--- src/rtl/mc_pkg.sv ---
// Shared definitions for the multi-cycle MIPS controller: states, ALU ops,
// instruction classes, opcode/funct constants and mux-select codes.
package mc_pkg;

  typedef enum logic [2:0] {
    S_IF   = 3'd0,
    S_ID   = 3'd1,
    S_EX   = 3'd2,
    S_MEM  = 3'd3,
    S_WB   = 3'd4,
    S_HOLD = 3'd5
  } state_e;

  typedef enum logic [3:0] {
    ALU_ADD  = 4'd0,
    ALU_SUB  = 4'd1,
    ALU_AND  = 4'd2,
    ALU_OR   = 4'd3,
    ALU_XOR  = 4'd4,
    ALU_NOR  = 4'd5,
    ALU_SLT  = 4'd6,
    ALU_SLTU = 4'd7,
    ALU_SLL  = 4'd8,
    ALU_SRL  = 4'd9,
    ALU_SRA  = 4'd10
  } alu_op_e;

  typedef enum logic [3:0] {
    C_NOP, C_R, C_SHIFT, C_JR, C_JALR, C_J, C_JAL, C_BEQ, C_LW, C_SW, C_IALU
  } iclass_e;

  localparam logic [5:0] OP_RTYPE = 6'h00;
  localparam logic [5:0] OP_J     = 6'h02;
  localparam logic [5:0] OP_JAL   = 6'h03;
  localparam logic [5:0] OP_BEQ   = 6'h04;
  localparam logic [5:0] OP_ADDI  = 6'h08;
  localparam logic [5:0] OP_ADDIU = 6'h09;
  localparam logic [5:0] OP_SLTI  = 6'h0a;
  localparam logic [5:0] OP_SLTIU = 6'h0b;
  localparam logic [5:0] OP_ANDI  = 6'h0c;
  localparam logic [5:0] OP_ORI   = 6'h0d;
  localparam logic [5:0] OP_LUI   = 6'h0f;
  localparam logic [5:0] OP_LW    = 6'h23;
  localparam logic [5:0] OP_SW    = 6'h2b;

  localparam logic [5:0] FN_SLL  = 6'h00;
  localparam logic [5:0] FN_SRL  = 6'h02;
  localparam logic [5:0] FN_SRA  = 6'h03;
  localparam logic [5:0] FN_JR   = 6'h08;
  localparam logic [5:0] FN_JALR = 6'h09;
  localparam logic [5:0] FN_ADD  = 6'h20;
  localparam logic [5:0] FN_ADDU = 6'h21;
  localparam logic [5:0] FN_SUB  = 6'h22;
  localparam logic [5:0] FN_SUBU = 6'h23;
  localparam logic [5:0] FN_AND  = 6'h24;
  localparam logic [5:0] FN_OR   = 6'h25;
  localparam logic [5:0] FN_XOR  = 6'h26;
  localparam logic [5:0] FN_NOR  = 6'h27;
  localparam logic [5:0] FN_SLT  = 6'h2a;
  localparam logic [5:0] FN_SLTU = 6'h2b;

  localparam logic [1:0] REGDST_RT = 2'b00, REGDST_RD = 2'b01, REGDST_RA = 2'b10;
  localparam logic [1:0] M2R_ALU = 2'b00, M2R_MDR = 2'b01, M2R_PC = 2'b10;
  localparam logic [1:0] SRCA_PC = 2'b00, SRCA_A = 2'b01, SRCA_SHAMT = 2'b10;
  localparam logic [1:0] SRCB_B = 2'b00, SRCB_FOUR = 2'b01, SRCB_IMM = 2'b10, SRCB_IMM_SH2 = 2'b11;
  localparam logic [1:0] PCSRC_ALU = 2'b00, PCSRC_ALUOUT = 2'b01, PCSRC_JUMP = 2'b10, PCSRC_REG = 2'b11;

endpackage

--- src/rtl/mc_decode.sv ---
// Combinational instruction decode: opcode/funct to instruction class, execute-stage
// ALU operation and immediate-extension controls.
module mc_decode
  import mc_pkg::*;
(
  input  logic [5:0] opcode,
  input  logic [5:0] funct,
  output iclass_e    iclass,
  output alu_op_e    alu_op,
  output logic       ext_op,
  output logic       lu_op
);

  always_comb begin
    iclass = C_NOP;
    alu_op = ALU_ADD;
    ext_op = 1'b1;
    lu_op  = 1'b0;
    case (opcode)
      OP_RTYPE: begin
        case (funct)
          FN_SLL:          begin iclass = C_SHIFT; alu_op = ALU_SLL;  end
          FN_SRL:          begin iclass = C_SHIFT; alu_op = ALU_SRL;  end
          FN_SRA:          begin iclass = C_SHIFT; alu_op = ALU_SRA;  end
          FN_JR:           iclass = C_JR;
          FN_JALR:         iclass = C_JALR;
          FN_ADD, FN_ADDU: begin iclass = C_R; alu_op = ALU_ADD;  end
          FN_SUB, FN_SUBU: begin iclass = C_R; alu_op = ALU_SUB;  end
          FN_AND:          begin iclass = C_R; alu_op = ALU_AND;  end
          FN_OR:           begin iclass = C_R; alu_op = ALU_OR;   end
          FN_XOR:          begin iclass = C_R; alu_op = ALU_XOR;  end
          FN_NOR:          begin iclass = C_R; alu_op = ALU_NOR;  end
          FN_SLT:          begin iclass = C_R; alu_op = ALU_SLT;  end
          FN_SLTU:         begin iclass = C_R; alu_op = ALU_SLTU; end
          default:         iclass = C_NOP;
        endcase
      end
      OP_J:              iclass = C_J;
      OP_JAL:            iclass = C_JAL;
      OP_BEQ:            begin iclass = C_BEQ;  alu_op = ALU_SUB;  end
      OP_ADDI, OP_ADDIU: iclass = C_IALU;
      OP_SLTI:           begin iclass = C_IALU; alu_op = ALU_SLT;  end
      OP_SLTIU:          begin iclass = C_IALU; alu_op = ALU_SLTU; end
      OP_ANDI:           begin iclass = C_IALU; alu_op = ALU_AND; ext_op = 1'b0; end
      OP_ORI:            begin iclass = C_IALU; alu_op = ALU_OR;  ext_op = 1'b0; end
      // lui carries rs=$0, so A + (imm<<16) yields the result with a plain add
      OP_LUI:            begin iclass = C_IALU; lu_op = 1'b1; end
      OP_LW:             iclass = C_LW;
      OP_SW:             iclass = C_SW;
      default:           iclass = C_NOP;
    endcase
  end

endmodule

--- src/rtl/multicycle_ctrl.sv ---
// Multi-cycle MIPS datapath sequencer. Optional MULTICYCLE_PERF_EN adds cycle_cnt/instr_cnt.
// state | meaning: IF fetch, ID decode/jump, EX execute/branch, MEM load/store, WB writeback, HOLD post-reset wait
module multicycle_ctrl
  import mc_pkg::*;
#(
  parameter int RESET_PC_HOLD = 1
) (
  input  logic        clk,
  input  logic        reset,
  input  logic [5:0]  opcode,
  input  logic [5:0]  funct,
  input  logic        zero,
  input  logic        mem_ready,
  output logic        pc_write,
  output logic        pc_wr_cond,
  output logic        iord,
  output logic        mem_read,
  output logic        mem_write,
  output logic        ir_write,
  output logic        reg_write,
  output logic [1:0]  reg_dst,
  output logic [1:0]  mem_to_reg,
  output logic [1:0]  alu_src_a,
  output logic [1:0]  alu_src_b,
  output logic [3:0]  alu_op,
  output logic [1:0]  pc_source,
  output logic        ext_op,
  output logic        lu_op,
  output logic [2:0]  state
`ifdef MULTICYCLE_PERF_EN
  ,
  output logic [31:0] cycle_cnt,
  output logic [31:0] instr_cnt
`endif
);

  state_e     state_q, state_d;
  logic [1:0] hold_cnt;
  iclass_e    iclass;
  alu_op_e    dec_alu_op, alu_op_c;
  logic       dec_ext_op, dec_lu_op;
  logic       zero_unused;

  // zero only qualifies pc_wr_cond inside the datapath
  assign zero_unused = zero;

  mc_decode u_decode (
    .opcode (opcode),
    .funct  (funct),
    .iclass (iclass),
    .alu_op (dec_alu_op),
    .ext_op (dec_ext_op),
    .lu_op  (dec_lu_op)
  );

  always_ff @(posedge clk or posedge reset) begin
    if (reset) begin
      state_q  <= S_HOLD;
      hold_cnt <= 2'(RESET_PC_HOLD);
    end else begin
      state_q <= state_d;
      if (state_q == S_HOLD && hold_cnt != 2'd0)
        hold_cnt <= hold_cnt - 2'd1;
    end
  end

  always_comb begin
    state_d    = state_q;
    pc_write   = 1'b0;
    pc_wr_cond = 1'b0;
    iord       = 1'b0;
    mem_read   = 1'b0;
    mem_write  = 1'b0;
    ir_write   = 1'b0;
    reg_write  = 1'b0;
    reg_dst    = REGDST_RT;
    mem_to_reg = M2R_ALU;
    alu_src_a  = SRCA_PC;
    alu_src_b  = SRCB_B;
    alu_op_c   = ALU_ADD;
    pc_source  = PCSRC_ALU;
    ext_op     = 1'b0;
    lu_op      = 1'b0;
    if (state_q != S_HOLD) begin
      ext_op = dec_ext_op;
      lu_op  = dec_lu_op;
    end
    case (state_q)
      S_HOLD: if (hold_cnt == 2'd0) state_d = S_IF;
      S_IF: begin
        mem_read  = 1'b1;
        alu_src_b = SRCB_FOUR;
        if (mem_ready) begin
          ir_write = 1'b1;
          pc_write = 1'b1;
          state_d  = S_ID;
        end
      end
      S_ID: begin
        alu_src_b = SRCB_IMM_SH2;
        state_d   = S_IF;
        case (iclass)
          C_J:    begin pc_write = 1'b1; pc_source = PCSRC_JUMP; end
          C_JAL: begin
            pc_write   = 1'b1;
            pc_source  = PCSRC_JUMP;
            reg_write  = 1'b1;
            reg_dst    = REGDST_RA;
            mem_to_reg = M2R_PC;
          end
          C_JR:   begin pc_write = 1'b1; pc_source = PCSRC_REG; end
          C_JALR: begin
            pc_write   = 1'b1;
            pc_source  = PCSRC_REG;
            reg_write  = 1'b1;
            reg_dst    = REGDST_RD;
            mem_to_reg = M2R_PC;
          end
          C_NOP:  state_d = S_IF;
          default: state_d = S_EX;
        endcase
      end
      S_EX: begin
        state_d = S_IF;
        case (iclass)
          C_R, C_SHIFT: begin
            alu_src_a = (iclass == C_SHIFT) ? SRCA_SHAMT : SRCA_A;
            alu_src_b = SRCB_B;
            alu_op_c  = dec_alu_op;
            state_d   = S_WB;
          end
          C_IALU: begin
            alu_src_a = SRCA_A;
            alu_src_b = SRCB_IMM;
            alu_op_c  = dec_alu_op;
            state_d   = S_WB;
          end
          C_LW, C_SW: begin
            alu_src_a = SRCA_A;
            alu_src_b = SRCB_IMM;
            state_d   = S_MEM;
          end
          C_BEQ: begin
            alu_src_a  = SRCA_A;
            alu_src_b  = SRCB_B;
            alu_op_c   = ALU_SUB;
            pc_wr_cond = 1'b1;
            pc_source  = PCSRC_ALUOUT;
          end
          default: state_d = S_IF;
        endcase
      end
      S_MEM: begin
        iord      = 1'b1;
        mem_read  = (iclass == C_LW);
        mem_write = (iclass == C_SW);
        if (mem_ready) state_d = (iclass == C_LW) ? S_WB : S_IF;
      end
      S_WB: begin
        reg_write  = 1'b1;
        reg_dst    = (iclass == C_R || iclass == C_SHIFT) ? REGDST_RD : REGDST_RT;
        mem_to_reg = (iclass == C_LW) ? M2R_MDR : M2R_ALU;
        state_d    = S_IF;
      end
      default: state_d = S_HOLD;
    endcase
  end

  assign alu_op = alu_op_c;
  assign state  = state_q;

`ifdef MULTICYCLE_PERF_EN
  always_ff @(posedge clk or posedge reset) begin
    if (reset) begin
      cycle_cnt <= 32'd0;
      instr_cnt <= 32'd0;
    end else begin
      if (state_q != S_HOLD) cycle_cnt <= cycle_cnt + 32'd1;
      if (state_d == S_IF && (state_q == S_ID || state_q == S_EX || state_q == S_MEM || state_q == S_WB))
        instr_cnt <= instr_cnt + 32'd1;
    end
  end
`endif

endmodule

--- config.mk ---
export PLATFORM = sky130hd
export DESIGN_NAME = multicycle_ctrl
export DESIGN_NICKNAME = d
export VERILOG_FILES = /design/src/rtl/mc_pkg.sv /design/src/rtl/mc_decode.sv /design/src/rtl/multicycle_ctrl.sv
export SDC_FILE = /design/constraint.sdc
export NUM_CORES = 1
export LEC_CHECK = 0
export BUFFER_PORTS_ARGS = -buffer_cell sky130_fd_sc_hd__buf_2
export CORE_ASPECT_RATIO = 1.4
export CORE_MARGIN = 2
export CORE_UTILIZATION = 30
export DETAILED_ROUTE_END_ITERATION = 7
export PLACE_DENSITY = 0.63
export SLEW_MARGIN = 30
export SYNTH_ARGS = -nofsm -noshare
export SYNTH_HDL_FRONTEND = slang
export SYNTH_SLANG_ARGS = --single-unit
--- constraint.sdc ---
create_clock -name clk -period 4 [get_ports clk]
set_clock_uncertainty 0.15 [all_clocks]
set_input_delay 0.8 -clock clk [delete_from_list [all_inputs] [get_ports clk]]
set_output_delay 0.8 -clock clk [all_outputs]
set_load 0.05 [all_outputs]
==> flow_metrics.py, run 1 <==
metrics = {
    "outcome": {
        "outcome": "finished clean",
    },
    "clock_network": {
        "cts_buffer_depth": 2,
        "ctsHoldBuffers": 0,
        "cts_buffers": 3,
        "cts_sinks": 5,
        "cts-root-buf": "clkbuf_8",
        "cts_resized": 0,
        "cts_tree": "yes",
        "cts_max_level": 1,
        "cts_setup_buffers": 0,
        "clk_pin_slew_ps": 40,
        "clk_latency_ps": 220,
    },
    "cells_and_area": {
        "fin_nets": 212,
        "final_cells": 234,
        "nFillCells": 388,
        "layout_commonest_cell": "buf_2",
        "layout_common_cells": "40 x buf_2, 15 x nor2_1, 12 x nand2_1, 9 x nand3_1",
        "drive_above_1_share_pct": 33.0,
        "regArea_um2": 129,
        "fin_area_um2": 1360,
        "antenna_cells": 0,
        "multi_input_area_um2": 877,
        "fin_util_pct": 40.2,
        "synthToLayoutAreaGrowth_pct": 27.5,
    },
    "critical_path": {
        "arrival_ps": 2940,
        "path_delay_family": "simple AND/OR/NAND/NOR gates",
        "rr_startpoint": "state[1]",
        "setup.worst_path.end": "alu_op[0]",
        "rr_endpoint": "state[2]",
        "cp_slowest_cell": "or4_4",
        "cp-start-kind": "input port",
        "path_class": "in2out",
        "cp-startpoint": "opcode[3]",
        "worst-path-buf-inv": 2,
        "cp_cell_sequence": "buf_2 -> or4_4 -> or4_4 -> nor4_4 -> a31oi_2 -> o21ai_2 -> buf_2",
        "path_max_fanout": 10,
        "required_ps": 3050,
        "end_kind": "primary output",
        "reg2reg_slack_ps": 2150,
        "slowest_delay_ps": 580,
        "cp.depth": 7,
        "reg2regPathDepth": 5,
    },
    "sta": {
        "relSlewSlack_pct": 59.5,
        "finalCriticalPeriod_ps": 3890,
        "worstMarginPinSlew_ps": 604,
        "rsz0062_at_grt": "false",
        "setup_viol": 0,
        "slew_violations": 0,
        "max_freq_ghz": 0.257,
        "finalCritPeriodShare_pct": 97.1,
        "whs_ps": 314,
        "tns_ps": 0,
        "hold_viol": 0,
    },
    "place": {
        "placed_cell_area_um2": 1310,
        "port_buffers": 40,
        "gp_congestion": 0.817,
        "place_inst": 230,
        "dpl.hpwl_um": 2440,
    },
    "logic_synthesis": {
        "syn_nets": 175,
        "synthFlopType": "dfstp_2",
        "synth-edff-count": 0,
        "ys_seq_area_share_pct": 12.1,
        "synth.largest_area_cell": "dfstp_2",
        "netlist_instances": 158,
        "synthTopCellsByArea": "dfstp_2 7.4%, nor2_1 5.3%, dfrtp_1 4.7%",
        "ys_warn_count": 0,
        "ys_async_sr_fraction_pct": 100,
        "syn_avg_cell_area_um2": 6.74,
        "netlist_area_um2": 1060,
        "yosys.area.top_type_share_pct": 7.40,
        "yosysUniqueCellTypes": 55,
        "synth-seq-cells": 5,
    },
    "power_and_ir_drop": {
        "combPwrFrac_pct": 52.1,
        "seq_power_share_pct": 19.7,
        "p_switching_mw": 0.159,
        "vdd_drop_max_uv": 176,
        "pwr_density_cell_nw_per_um2": 245,
        "leakage_nw": 0.614,
        "power_switching_share_pct": 47.8,
        "internal_power_mw": 0.174,
        "power_frac_clock_pct": 28.2,
    },
    "detailed_routing": {
        "via_per_inst": 5.51,
        "drt_first_pass_iters": 4,
        "antenna_left": 0,
        "wl_per_cell_um": 13.1,
        "route.vias.total": 1289,
        "drc": 0,
        "dr.first_iter.drc_count": 32,
        "routed_wl_um": 3080,
    },
    "floorplanning": {
        "ioPinCount": 42,
        "die_w_um": 54.4,
        "die_h_um": 74.5,
        "coreArea_um2": 3380,
        "dieArea_um2": 4050,
        "start_util_pct": 31.5,
        "row_count": 25,
    },
    "grt": {
        "grt_pass1_vias": 1167,
        "grt_use_total_pct": 16.2,
        "grt_max_degree": 15,
        "grt_pass1_wl_um": 5060,
        "antenna_found_initial": 0,
        "grt.overflow.total": 0,
    },
    "flow_run": {
        "cap_violations": 0,
    },
    "min_path": {
        "hold_class": "in2async",
    },
}
-- through the flow --
stage          setup WS [ps]  total power [mW]
4_1_cts                  103             0.336
3_5_place_dp             119             0.240
6_report                 114             0.333
2_1_floorplan          -55.1             0.198
5_1_grt                 28.3             0.357
3_3_place_gp            98.1             0.240
-- cells in the mapped netlist (2+ instances only) --
| master | number |
|---|---|
| o21ai_1 | 5 |
| dfstp_2 | 3 |
| nand3b_1 | 3 |
| nand2_1 | 12 |
| inv_1 | 8 |
| and3_1 | 4 |
| or4_4 | 2 |
| nor3_1 | 4 |
| nor2_1 | 15 |
| o21bai_1 | 2 |
| buf_6 | 2 |
| a21oi_2 | 2 |
| xor2_1 | 2 |
| nor4bb_1 | 2 |
| a21oi_1 | 8 |
| or3_1 | 4 |
| o21ai_0 | 6 |
| nand2b_1 | 6 |
| xnor2_1 | 2 |
| a211oi_1 | 3 |
| dfrtp_1 | 2 |
| nand4_1 | 2 |
| o31ai_1 | 2 |
| o21a_1 | 2 |
| a31oi_1 | 2 |
| nand3_1 | 9 |
| nor2b_1 | 8 |
| clkbuf_1 | 7 |
| nor3b_1 | 3 |
-- per-layer routing --
layer / global-route usage, % / share of wire, % / up-vias / routed length [um]
met5: 0 / 0 / - / 0
met1: 20.3 / 42 / 593 / 1290
met2: 28.2 / 52 / 34 / 1610
li1: - / - / 659 / -
met3: 2.01 / 4.9 / 3 / 150
met4: 4.72 / 0.88 / 0 / 27
-- cell type report --
type	count	area share (%)
clock buffer	4	3.32
inverter	9	2.49
multi-input combinational	133	64.6
sequential	5	9.49
tap	40	3.69
timing repair buffer	43	16.4
-- worst min path at each step --
stage / startpoint / endpoint / slack (ps) / cells past startpoint
final: reset / hold_cnt[1] / 310 / 2
after floorplan: hold_cnt[0] / hold_cnt[0] / 330 / 2
after CTS: reset / hold_cnt[1] / 310 / 2
after detailed placement: hold_cnt[0] / hold_cnt[0] / 360 / 2
after global routing: reset / hold_cnt[1] / 330 / 2
after global placement: hold_cnt[0] / hold_cnt[0] / 350 / 2
-- kinds of logic after synthesis --
logic type | synth area share (%)
fa+ha+maj | 1.17
simple gates | 45.0
buf+inv | 8.58
xor+xnor | 3.29
compound gates | 29.8
flops | 12.1
-- registers in the layout (all words and copies together) (netlist names) --
name	flops
state	3
hold_cnt	2
-- worst reg2reg max path: stages (launching register included) --
cell,delay (ps)
dfrtp_1,460
inv_2,110
or3_1,430
nor4_4,310
a31oi_2,120
a31oi_1,210
-- power by group through the flow --
stage | logic, mW | registers, mW | clock network [mW]
6_report | 0.174 | 0.0656 | 0.0938
5_1_grt | 0.187 | 0.0668 | 0.103
4_1_cts | 0.175 | 0.0654 | 0.0964
3_5_place_dp | 0.174 | 0.0660 | 0
3_3_place_gp | 0.174 | 0.0659 | 0
2_1_floorplan | 0.124 | 0.0737 | 0
Note: power is estimated with default switching activity, not from simulation.
==> run 2: changes to the inputs <==
--- a/config.mk
+++ b/config.mk
@@ -9,6 +9,7 @@
 export CORE_ASPECT_RATIO = 1.4
 export CORE_MARGIN = 2
 export CORE_UTILIZATION = 30
+export CTS_BUF_LIST = sky130_fd_sc_hd__clkbuf_4 sky130_fd_sc_hd__clkbuf_8
 export DETAILED_ROUTE_END_ITERATION = 7
 export PLACE_DENSITY = 0.63
 export SLEW_MARGIN = 30
==> constraint.sdc (replaced) <==
create_clock -name clk -period 4.7 [get_ports clk]
set_clock_uncertainty 0.15 [all_clocks]
set_input_delay 0.94 -clock clk [delete_from_list [all_inputs] [get_ports clk]]
set_output_delay 0.94 -clock clk [all_outputs]
set_load 0.05 [all_outputs]
==> flow_metrics.py, run 2 (synthesis gave the netlist of run 1 again) <==
metrics = {
    "power_and_ir_drop": {
        "vdd_drop_max_uv": 158,
        "internal_power_mw": 0.152,
        "pwr_density_cell_nw_per_um2": 215,
        "finalPower_mw": 0.283,
        "combPwrFrac_pct": 51.3,
        "power_frac_clock_pct": 29.0,
        "seq_power_share_pct": 19.7,
        "power_switching_share_pct": 46.4,
        "leakage_nw": 0.598,
        "p_switching_mw": 0.131,
    },
    "cells_and_area": {
        "largest_register_ffs": 3,
        "fin_util_pct": 38.9,
        "nFillCells": 398,
        "final_cells": 231,
        "antenna_cells": 0,
        "fin_nets": 209,
        "layout_commonest_cell": "buf_2",
        "fin_area_um2": 1310,
        "synthToLayoutAreaGrowth_pct": 23.4,
        "layout_common_cells": "40 x buf_2, 15 x nor2_1, 12 x nand2_1, 9 x nand3_1",
        "drive_above_1_share_pct": 29.8,
    },
    "flow_run": {
        "cap_violations": 0,
    },
    "clock_network": {
        "cts_buffer_depth": 2,
        "cts_max_level": 1,
        "cts_setup_buffers": 0,
        "cts_tree": "yes",
        "clk_latency_ps": 210,
        "cts_sinks": 5,
        "ctsHoldBuffers": 0,
        "cts_buffers": 3,
        "clk_pin_slew_ps": 30,
        "cts-root-buf": "clkbuf_8",
        "cts_resized": 0,
    },
    "critical_path": {
        "end_kind": "primary output",
        "required_ps": 3610,
        "cp_cell_sequence": "buf_2 -> a2111oi_0 -> or3b_1 -> or4_1 -> o311ai_1 -> buf_2",
        "cp_slowest_cell": "a2111oi_0",
        "cp-start-kind": "input port",
        "slowest_delay_ps": 600,
        "cp_common_cell": "buf_2",
        "path_max_fanout": 11,
        "path_class": "in2out",
        "arrival_ps": 3080,
    },
    "floorplanning": {
        "die_h_um": 74.5,
        "dieArea_um2": 4050,
        "coreArea_um2": 3380,
        "start_util_pct": 31.5,
        "row_count": 25,
        "ioPinCount": 42,
        "die_w_um": 54.4,
    },
    "detailed_routing": {
        "routed_wl_um": 3050,
        "drc": 0,
        "dr.first_iter.drc_count": 40,
        "drt_first_pass_iters": 4,
        "route.vias.total": 1280,
        "wl_per_cell_um": 13.2,
        "via_per_inst": 5.54,
        "antenna_left": 0,
    },
    "sta": {
        "rsz0062_at_grt": "false",
        "finalCritPeriodShare_pct": 88.7,
        "worstMarginPinSlew_ps": 586,
        "layout_setup_ws_ps": 531,
        "slew_violations": 0,
        "relSlewSlack_pct": 59.9,
        "hold_viol": 0,
        "max_freq_ghz": 0.240,
        "setup_viol": 0,
        "finalCriticalPeriod_ps": 4170,
        "tns_ps": 0,
        "whs_ps": 368,
    },
    "place": {
        "port_buffers": 40,
        "preCtsSetupSlack_ps": 488,
        "dpl.hpwl_um": 2480,
        "place_inst": 227,
        "placed_cell_area_um2": 1260,
        "gp_congestion": 0.868,
    },
    "grt": {
        "grt_max_degree": 15,
        "grt.overflow.total": 0,
        "grt_pass1_vias": 1082,
        "grt_pass1_wl_um": 4870,
        "antenna_found_initial": 0,
        "grt_use_total_pct": 15.7,
    },
    "min_path": {
        "hold_class": "reg2reg",
    },
    "outcome": {
        "outcome": "finished clean",
    },
}
-- run 2: final cells by class --
type                       instances  area [um^2]  area share (%)
multi-input combinational        133          852            64.9
timing repair buffer              40          200            15.2
sequential                         5          129            9.81
tap                               40         50.0            3.81
clock buffer                       4         48.8            3.71
inverter                           9         33.8            2.57
-- run 2: power groups by stage --
stage	Clock, mW	Combinational [mW]	Sequential [mW]
2_1_floorplan	0	0.104	0.0627
3_3_place_gp	0	0.146	0.0561
3_5_place_dp	0	0.146	0.0561
4_1_cts	0.0852	0.147	0.0557
5_1_grt	0.0896	0.157	0.0567
6_report	0.0820	0.145	0.0557
-- run 2: metal layers --
metal | share of wire (%) | vias up | GRT usage, %
met5 | 0 | - | 0
met4 | 0 | 0 | 4.17
met3 | 4.7 | 0 | 1.00
met2 | 53 | 35 | 28.2
met1 | 43 | 598 | 19.7
li1 | - | 647 | -
-- run 2: worst max-delay path: cells and delay by family --
family                 cells  cell delay, ps
AND/OR/NAND/NOR            2             910
buffers and inverters      2             470
AO/OA/AOI/OAI              2             750
-- run 2: final timing paths --
path | from | end | slack (ps) | cells after the start
worst min-delay path | hold_cnt[0] | hold_cnt[0] | 370 | 2
worst min register to register | hold_cnt[0] | hold_cnt[0] | 370 | 2
max in group asynchronous | reset | hold_cnt[0] | 3710 | 2
worst max-delay path | opcode[2] | pc_source[0] | 530 | 6
worst max register to register | state[1] | state[2] | 2860 | 5
min in group asynchronous | reset | state[1] | 460 | 2
